**config.mk**
```make
export PLATFORM = sky130hd
export DESIGN_NAME = alu_issue
export DESIGN_NICKNAME = d
export VERILOG_FILES = /design/src/rtl/riscy_pkg.sv /design/src/rtl/alu_issue_regfile.sv /design/src/rtl/alu_issue.sv
export SDC_FILE = /design/constraint.sdc
export NUM_CORES = 2
export LEC_CHECK = 0
export ABC_AREA = 0
export BUFFER_PORTS_ARGS = -buffer_cell sky130_fd_sc_hd__clkbuf_2
export CAP_MARGIN = 20
export CORE_MARGIN = 2
export CORE_UTILIZATION = 49
export CTS_CLUSTER_SIZE = 8
export DETAILED_ROUTE_END_ITERATION = 6
export GPL_TIMING_DRIVEN = 1
export PLACE_DENSITY = 0.76
export SLEW_MARGIN = 30
export SYNTH_ARGS = -nofsm -noshare
export SYNTH_HDL_FRONTEND = slang
export SYNTH_HIERARCHICAL = 1
export SYNTH_SLANG_ARGS = --single-unit
```
**constraint.sdc**
```tcl
create_clock -name clk -period 3.6 [get_ports clk]
set_clock_uncertainty 0.2 [all_clocks]
set_input_delay 0 -clock clk [delete_from_list [all_inputs] [get_ports clk]]
set_output_delay 0 -clock clk [all_outputs]
set_load 0.005 [all_outputs]
```
**src/rtl/riscy_pkg.sv**
```systemverilog
// riscy_pkg: shared types and constants for the ALU issue block.
//   alu_ctrl_t : ALU operation select driven on alu_ctrl
//   state_t    : issue FSM states
//   dec_t      : result of decoding one instruction word
//   decode()   : maps an RV32I word onto dec_t (legal / immediate / op)
package riscy_pkg;

    typedef enum logic [2:0] {
        ALU_ADD = 3'b000,
        ALU_SUB = 3'b001,
        ALU_AND = 3'b010,
        ALU_OR  = 3'b011,
        ALU_SLT = 3'b101
    } alu_ctrl_t;

    typedef enum logic [1:0] {
        ST_IDLE = 2'd0,
        ST_READ = 2'd1,
        ST_EXEC = 2'd2,
        ST_WB   = 2'd3
    } state_t;

    localparam logic [6:0] OP_REG = 7'b0110011;
    localparam logic [6:0] OP_IMM = 7'b0010011;

    localparam logic [2:0] F3_ADD = 3'b000;
    localparam logic [2:0] F3_SLT = 3'b010;
    localparam logic [2:0] F3_OR  = 3'b110;
    localparam logic [2:0] F3_AND = 3'b111;

    localparam logic [6:0] F7_BASE = 7'b0000000;
    localparam logic [6:0] F7_SUB  = 7'b0100000;

    typedef struct packed {
        logic      legal;
        logic      use_imm;
        alu_ctrl_t ctrl;
    } dec_t;

    // Maps funct3 of the shared add/slt/or/and group onto an ALU op.
    function automatic logic f3_to_ctrl(input logic [2:0] f3, output alu_ctrl_t ctrl);
        ctrl = ALU_ADD;
        case (f3)
            F3_ADD:  begin ctrl = ALU_ADD; return 1'b1; end
            F3_SLT:  begin ctrl = ALU_SLT; return 1'b1; end
            F3_OR:   begin ctrl = ALU_OR;  return 1'b1; end
            F3_AND:  begin ctrl = ALU_AND; return 1'b1; end
            default: return 1'b0;
        endcase
    endfunction

    function automatic dec_t decode(input logic [31:0] instr);
        dec_t       d;
        alu_ctrl_t  c;
        logic       ok;
        logic [6:0] opcode;
        logic [2:0] f3;
        logic [6:0] f7;
        opcode    = instr[6:0];
        f3        = instr[14:12];
        f7        = instr[31:25];
        d.legal   = 1'b0;
        d.use_imm = 1'b0;
        d.ctrl    = ALU_ADD;
        ok        = f3_to_ctrl(f3, c);
        if (opcode == OP_REG) begin
            if (f7 == F7_BASE && ok) begin
                d.legal = 1'b1;
                d.ctrl  = c;
            end else if (f7 == F7_SUB && f3 == F3_ADD) begin
                d.legal = 1'b1;
                d.ctrl  = ALU_SUB;
            end
        end else if (opcode == OP_IMM) begin
            // funct7 bits are immediate bits here, so they are not checked
            if (ok) begin
                d.legal   = 1'b1;
                d.use_imm = 1'b1;
                d.ctrl    = c;
            end
        end
        return d;
    endfunction

endpackage

```
**src/rtl/alu_issue_regfile.sv**
```systemverilog
// regfile: 32x32 register file, x0 hard-wired to zero.
//   clk, rst_n            : clock, asynchronous active-low reset (clears all)
//   raddr1/rdata1         : operand read port 1 (combinational)
//   raddr2/rdata2         : operand read port 2 (combinational)
//   dbg_addr/dbg_data     : debug read port (combinational)
//   we, waddr, wdata      : write port; writes to x0 are dropped
module regfile (
    input  logic        clk,
    input  logic        rst_n,
    input  logic [4:0]  raddr1,
    output logic [31:0] rdata1,
    input  logic [4:0]  raddr2,
    output logic [31:0] rdata2,
    input  logic [4:0]  dbg_addr,
    output logic [31:0] dbg_data,
    input  logic        we,
    input  logic [4:0]  waddr,
    input  logic [31:0] wdata
);

    logic [31:0] regs [32];

    always_ff @(posedge clk or negedge rst_n) begin
        if (!rst_n) begin
            for (int i = 0; i < 32; i++) begin
                regs[i] <= 32'd0;
            end
        end else if (we && waddr != 5'd0) begin
            regs[waddr] <= wdata;
        end
    end

    // x0 is forced to zero on the read side as well, so it never depends on storage
    assign rdata1   = (raddr1   == 5'd0) ? 32'd0 : regs[raddr1];
    assign rdata2   = (raddr2   == 5'd0) ? 32'd0 : regs[raddr2];
    assign dbg_data = (dbg_addr == 5'd0) ? 32'd0 : regs[dbg_addr];

endmodule

```
**src/rtl/alu_issue.sv**
```systemverilog
// alu_issue: single-issue sequencer for RV32I register/immediate ALU ops,
// driving an external ALU and writing results back to a local register file.
//   clk, rst_n              : clock, asynchronous active-low reset
//   in_valid/in_ready/in_instr : instruction offer; accepted when both high
//                              on a rising edge (in_ready only in IDLE,
//                              offers while busy are ignored, not queued)
//   alu_rs1/alu_rs2/alu_ctrl : registered ALU operands and op select
//   alu_rd/alu_z            : ALU result and zero flag, sampled on last EXEC edge
//   done                    : one-cycle pulse while in WB
//   done_illegal/done_z     : qualifiers of done, zero when done is low
//   dbg_addr/dbg_data       : combinational register-file debug read
// ALU_LAT (1..7): number of EXEC cycles the operands are held.
module alu_issue
    import riscy_pkg::*;
#(
    parameter int ALU_LAT = 1
) (
    input  logic        clk,
    input  logic        rst_n,
    input  logic        in_valid,
    output logic        in_ready,
    input  logic [31:0] in_instr,
    output logic [31:0] alu_rs1,
    output logic [31:0] alu_rs2,
    output logic [2:0]  alu_ctrl,
    input  logic [31:0] alu_rd,
    input  logic        alu_z,
    output logic        done,
    output logic        done_illegal,
    output logic        done_z,
    input  logic [4:0]  dbg_addr,
    output logic [31:0] dbg_data
);

    state_t      state_q, state_d;
    logic [31:0] instr_q;
    logic [2:0]  cnt_q;
    logic [31:0] res_q;
    logic        z_q;
    logic        ill_q;
    logic [31:0] rs1_q, rs2_q;
    alu_ctrl_t   ctrl_q;

    logic [31:0] rs1_data, rs2_data;
    logic [31:0] imm;
    dec_t        dec;
    logic        exec_last;
    logic        wb_we;

    assign dec       = decode(instr_q);
    assign imm       = {{20{instr_q[31]}}, instr_q[31:20]};
    assign exec_last = (cnt_q == 3'(ALU_LAT - 1));

    // State register
    always_ff @(posedge clk or negedge rst_n) begin
        if (!rst_n) begin
            state_q <= ST_IDLE;
        end else begin
            state_q <= state_d;
        end
    end

    // Next-state logic; illegal encodings skip EXEC and go straight to WB
    always_comb begin
        state_d = state_q;
        case (state_q)
            ST_IDLE: if (in_valid) state_d = ST_READ;
            ST_READ: state_d = dec.legal ? ST_EXEC : ST_WB;
            ST_EXEC: if (exec_last) state_d = ST_WB;
            ST_WB:   state_d = ST_IDLE;
            default: state_d = ST_IDLE;
        endcase
    end

    // Datapath registers
    always_ff @(posedge clk or negedge rst_n) begin
        if (!rst_n) begin
            instr_q <= 32'd0;
            cnt_q   <= 3'd0;
            res_q   <= 32'd0;
            z_q     <= 1'b0;
            ill_q   <= 1'b0;
            rs1_q   <= 32'd0;
            rs2_q   <= 32'd0;
            ctrl_q  <= ALU_ADD;
        end else begin
            case (state_q)
                ST_IDLE: begin
                    if (in_valid) instr_q <= in_instr;
                end
                ST_READ: begin
                    ill_q <= ~dec.legal;
                    cnt_q <= 3'd0;
                    // Operands only change on a legal READ; illegal ones leave
                    // the ALU inputs untouched.
                    if (dec.legal) begin
                        rs1_q  <= rs1_data;
                        rs2_q  <= dec.use_imm ? imm : rs2_data;
                        ctrl_q <= dec.ctrl;
                    end
                end
                ST_EXEC: begin
                    cnt_q <= cnt_q + 3'd1;
                    if (exec_last) begin
                        res_q <= alu_rd;
                        z_q   <= alu_z;
                    end
                end
                default: ;
            endcase
        end
    end

    // done and its qualifiers come straight from state so reset kills them at once
    assign in_ready     = (state_q == ST_IDLE);
    assign done         = (state_q == ST_WB);
    assign done_illegal = done & ill_q;
    assign done_z       = done & ~ill_q & z_q;
    assign wb_we        = done & ~ill_q;

    assign alu_rs1  = rs1_q;
    assign alu_rs2  = rs2_q;
    assign alu_ctrl = ctrl_q;

    regfile u_regfile (
        .clk      (clk),
        .rst_n    (rst_n),
        .raddr1   (instr_q[19:15]),
        .rdata1   (rs1_data),
        .raddr2   (instr_q[24:20]),
        .rdata2   (rs2_data),
        .dbg_addr (dbg_addr),
        .dbg_data (dbg_data),
        .we       (wb_we),
        .waddr    (instr_q[11:7]),
        .wdata    (res_q)
    );

endmodule

```
==> results <==
- The cell type with the highest aggregate area in the netlist is sky130_fd_sc_hd__dfrtp_1.
- The Yosys warning count is 6.
- Counting instances, the worst hold path has a depth of 6.
- The minimum setup slack among reg-to-reg paths is 120 ps.
- The count of placed standard cells including taps is 6,301.
- Total power for the finished layout comes to 0.0460 W.
- The level count of the clock H-tree is 4.
- The die width is 377 um.
- Summing all multi-input logic gate instances after layout gives 36,800 um^2.
- Counting cells, the worst reg-to-reg path comes to 7.
- After synthesis, flip-flops and latches occupy 42.7% of the total area.
- After synthesis the cells add up to 68,200 um^2.
- The run finished with clean final reports.
- The relative area change from synthesis to final layout is 15.2%.
- Counting flops with a built-in enable in the synthesized netlist gives 0.
- Data on the critical path is required at its endpoint by 4070 ps.
- The floorplan has 136 rows.
- The number of endpoints with negative hold slack in the final report is 0.
- Counting buffers and inverters, the worst setup path is 7 cells deep.
- Dividing the final minimum period by the clock period gives 96.8%.
- The most repeated cell in the gate-level netlist after synthesis is sky130_fd_sc_hd__mux2_2.
- The total overflow left after global routing is 0.
- The worst-path maximum fanout is 33.
- In this run, synthesis produced a sequential element count of 1,162.
- Walking the worst path, the cells encountered are or3b_2 -> buf_4 -> o22ai_1 -> a211oi_1 -> a211oi_1 -> buf_4 -> mux2_4.
- The final layout contains 4,917 nets.
- The commonest cells after synthesis are sky130_fd_sc_hd__mux2_2, sky130_fd_sc_hd__dfrtp_1, sky130_fd_sc_hd__mux4_2, sky130_fd_sc_hd__mux2i_1, sky130_fd_sc_hd__clkbuf_1.
- After filler insertion, the fill cell instance count of the layout stands at 10,500.
- The top flip-flop cell by instance count after synthesis is sky130_fd_sc_hd__dfrtp_1.
- The final antenna-violating net count is 0.
- The CTS tree is built.
- Dividing the detail-routed wire length by the instance count gives 36.6 um.
- Broken down by cell family, the worst path's largest delay share belongs to flip-flops.
- The data arrival time of the worst path is 3950 ps.
- The via count of the first global-routing pass is 50,400.
- The area share of the leading cell type in the synthesized netlist is 42.7%.
- The number of DRC markers after the initial detailed-route iteration is 7,270.
- The first TritonRoute pass finished after 7 iterations.
- The number of antenna violations at the first check in global routing is 14.
- The clock tree root buffer cell is sky130_fd_sc_hd__clkbuf_16.
- The startpoint type of the worst setup path is a register.
- The number of nets in the synthesized netlist is 4,655.
- The die is 377 um tall.
- The share of post-route cells with drive strength above 1 is 53.9%.
- The maximum root-to-sink buffer count is 3.
- The maximum number of pins on one net before global-route repair is 83.
- Synthesis handed over a netlist of 4,576 instances.
- The worst-skew pair later-pin latency is 800 ps.
- The final-report max-slew violation count came to 0.
- In this run the critical register-to-register path is captured at alu_rs1[18]$_DFFE_PN0P_.
- The post-layout instance count excluding filler cells is 6,661.
- Dividing the detail-routed via count by the number of cells gives 7.46.
- In the global route stage, overall resource usage came out at 34.3%.
- In the routed design, unresolved DRC markers number 0.
- The TritonCTS sink count is 1,162.
- Setup violations remaining at the end of the flow were counted as 0.
- At the pin with the least slew margin, the transition time is 1020 ps.
- The hold path endpoint is state_q[0]$_DFFE_PN0P_.
- The total area inside the core boundary comes to 138,000 um^2.
- The number of buffers and inverters on the critical path is 2.
- The area of the die is 142,000 um^2.
- The distinct cell type count after synthesis is 57.
- The count of instances resized after the clock tree is built is 0.
- Of all flip-flops after synthesis, the portion carrying an async set or reset was 100%.
- The master of the slowest instance on the critical path is sky130_fd_sc_hd__dfrtp_4.
- The shortest period the worst path allows is 3480 ps.
- The overall via count from detail_route is 49,700.
- The power per unit of standard cell area is 586 nW/um^2.
- After clock tree synthesis, the setup repair step added 0 buffers.
- The starting utilization of the core area is 49.4%.
- Clock-pin slew was measured on the worst setup and hold paths at 60 ps.
- The number of violations of the max-capacitance limit is 0.
- The type of the worst setup path is reg -> reg.
- Setup repair after global routing left no endpoint under its margin.
- Across the VDD grid, the largest voltage drop is 577 uV.
- The critical hold path startpoint is in_valid.
- In the post-synthesis netlist, the biggest area contributors are sky130_fd_sc_hd__dfrtp_1, sky130_fd_sc_hd__mux4_2, sky130_fd_sc_hd__mux2_2.
- The per-instance average area after synthesis is 14.9 um^2.
- For this run, the slowest stage of the critical path takes 850 ps.
- Setup total negative slack on the finished layout was measured at 0 ps.
- The count of buffers added on input and output ports is 175.
- The hold buffer count at cts is 166.
- During I/O placement, the number of pins put on the boundary was 176.
- The placed wire-length estimate is 151,000 um.
- In this run the critical register-to-register path is launched from instr_q[17]$_DFFE_PN0P_.
- Summed over all cells, the static leakage comes to 35.4 nW.
- The maximum clock rate is 0.287 GHz.
- Summing all flip-flop and latch instances after layout gives 29,100 um^2.
- After detailed routing, the total wire length is 244,000 um.
- The first global-routing pass estimated 354,000 um of wire.
- The number of clock buffers added by TritonCTS is 163.
- The congestion estimate from routability-driven global placement came to 0.960.
- In this run the tightest slew margin relative to its limit is 31.8%.
- The classification of the worst-slack hold path is in -> reg.
- STA classifies the critical path endpoint as a register.
- The final hold slack is 201 ps.
## cells by family (layout without fill, tap and decap cells)
group / count (synthesis) / in the layout / synth area share, %
buffers and inverters: 539 / 828 / 3.73
AND/OR/NAND/NOR: 269 / 269 / 2.18
other: 0 / 2 / 0
AO/OA/AOI/OAI: 419 / 419 / 4.52
multiplexers: 2181 / 2181 / 46.8
flip-flops: 1162 / 1162 / 42.7
adder cells (fa/ha/maj): 6 / 6 / 0.110
## power by group
group / total, W / leakage (nW) / switching, W / internal, W
registers: 0.0166 / 16.0 / 0.00283 / 0.0138
logic: 0.0155 / 17.2 / 0.00911 / 0.00636
clock network: 0.0139 / 2.14 / 0.00573 / 0.00817
## layout by cell type, fill, tap and decap left out, types with 7 or more instances in the layout
cell type / n
sky130_fd_sc_hd__mux2_2: 1201
sky130_fd_sc_hd__dfrtp_1: 1127
sky130_fd_sc_hd__mux4_2: 680
sky130_fd_sc_hd__mux2i_1: 283
sky130_fd_sc_hd__buf_4: 193
sky130_fd_sc_hd__clkbuf_2: 171
sky130_fd_sc_hd__clkbuf_16: 167
sky130_fd_sc_hd__dlygate4sd3_1: 165
sky130_fd_sc_hd__o22ai_1: 94
sky130_fd_sc_hd__buf_12: 93
sky130_fd_sc_hd__a22oi_1: 79
sky130_fd_sc_hd__nor3_1: 67
sky130_fd_sc_hd__a211oi_1: 56
sky130_fd_sc_hd__nor2b_1: 48
sky130_fd_sc_hd__a22o_1: 47
sky130_fd_sc_hd__a21oi_1: 41
sky130_fd_sc_hd__dfrtp_2: 28
sky130_fd_sc_hd__a2111oi_0: 28
sky130_fd_sc_hd__o221ai_1: 25
sky130_fd_sc_hd__nor4_1: 20
sky130_fd_sc_hd__and2_1: 19
sky130_fd_sc_hd__nor2_4: 18
sky130_fd_sc_hd__nand2_1: 17
sky130_fd_sc_hd__nand2_2: 16
sky130_fd_sc_hd__clkbuf_1: 14
sky130_fd_sc_hd__o32ai_1: 14
sky130_fd_sc_hd__mux2_4: 10
sky130_fd_sc_hd__nand2b_1: 10
sky130_fd_sc_hd__o21ai_0: 8
sky130_fd_sc_hd__inv_1: 7
sky130_fd_sc_hd__nor2_1: 7
sky130_fd_sc_hd__mux2_1: 7
sky130_fd_sc_hd__nand3b_1: 7
sky130_fd_sc_hd__dfrtp_4: 7
sky130_fd_sc_hd__a32o_1: 7
## tightest hold or removal path, cell delays in order
cell and delay [ps]:
sky130_fd_sc_hd__dlygate4sd3_1 570, sky130_fd_sc_hd__clkbuf_2 160, sky130_fd_sc_hd__nor2b_1 150, sky130_fd_sc_hd__a21oi_1 90, sky130_fd_sc_hd__o21ai_0 100, sky130_fd_sc_hd__a2bb2oi_1 70
## worst max path at each step
| stage | to | start |
|---|---|---|
| 4_1_cts | alu_rs1[12]$_DFFE_PN0P_ | instr_q[15]$_DFFE_PN0P_ |
| 2_1_floorplan | alu_rs2[12]$_DFFE_PN0P_ | instr_q[21]$_DFFE_PN0P_ |
| 3_5_place_dp | alu_rs1[12]$_DFFE_PN0P_ | instr_q[15]$_DFFE_PN0P_ |
| 6_report | alu_rs1[18]$_DFFE_PN0P_ | instr_q[17]$_DFFE_PN0P_ |
| 5_1_grt | alu_rs1[12]$_DFFE_PN0P_ | instr_q[15]$_DFFE_PN0P_ |
| 3_3_place_gp | alu_rs1[12]$_DFFE_PN0P_ | instr_q[15]$_DFFE_PN0P_ |
## sequential cells by signal, indices dropped and copies added (netlist names)
signal          count
z_q                 1
u_regfile/regs   1024
ill_q               1
alu_rs2            32
alu_rs1            32
alu_ctrl            3
cnt_q               3
state_q             2
instr_q            32
res_q              32
## layout make-up
cell class	instances	area share, %
Sequential cell	1162	37.1
Antenna cell	2	0.00637
Inverter	9	0.0430
Timing Repair Buffer	627	7.52
Tap cell	1794	2.86
Clock inverter	11	0.171
Multi-Input combinational cell	2875	46.9
Clock buffer	181	5.39
## per-layer routing
metal	part of all wire [%]	wire, um	track usage [%]
met3	14	33400	13.0
met5	0.052	126	0
met1	35	84700	42.9
met4	7.7	18900	22.4
met2	44	107000	49.6
## per-stage QoR
step / instance area (um^2) / utilization (%) / setup WS, ps
2_1_floorplan: 68200 / - / 824
3_3_place_gp: 72400 / 52.5 / 107
3_5_place_dp: 72400 / 52.6 / 98.9
4_1_cts: 78500 / 56.9 / 74.5
5_1_grt: 78500 / 57.0 / 78.9
6_report: 78500 / 57.0 / 117
(Power assumes the default switching activity.)
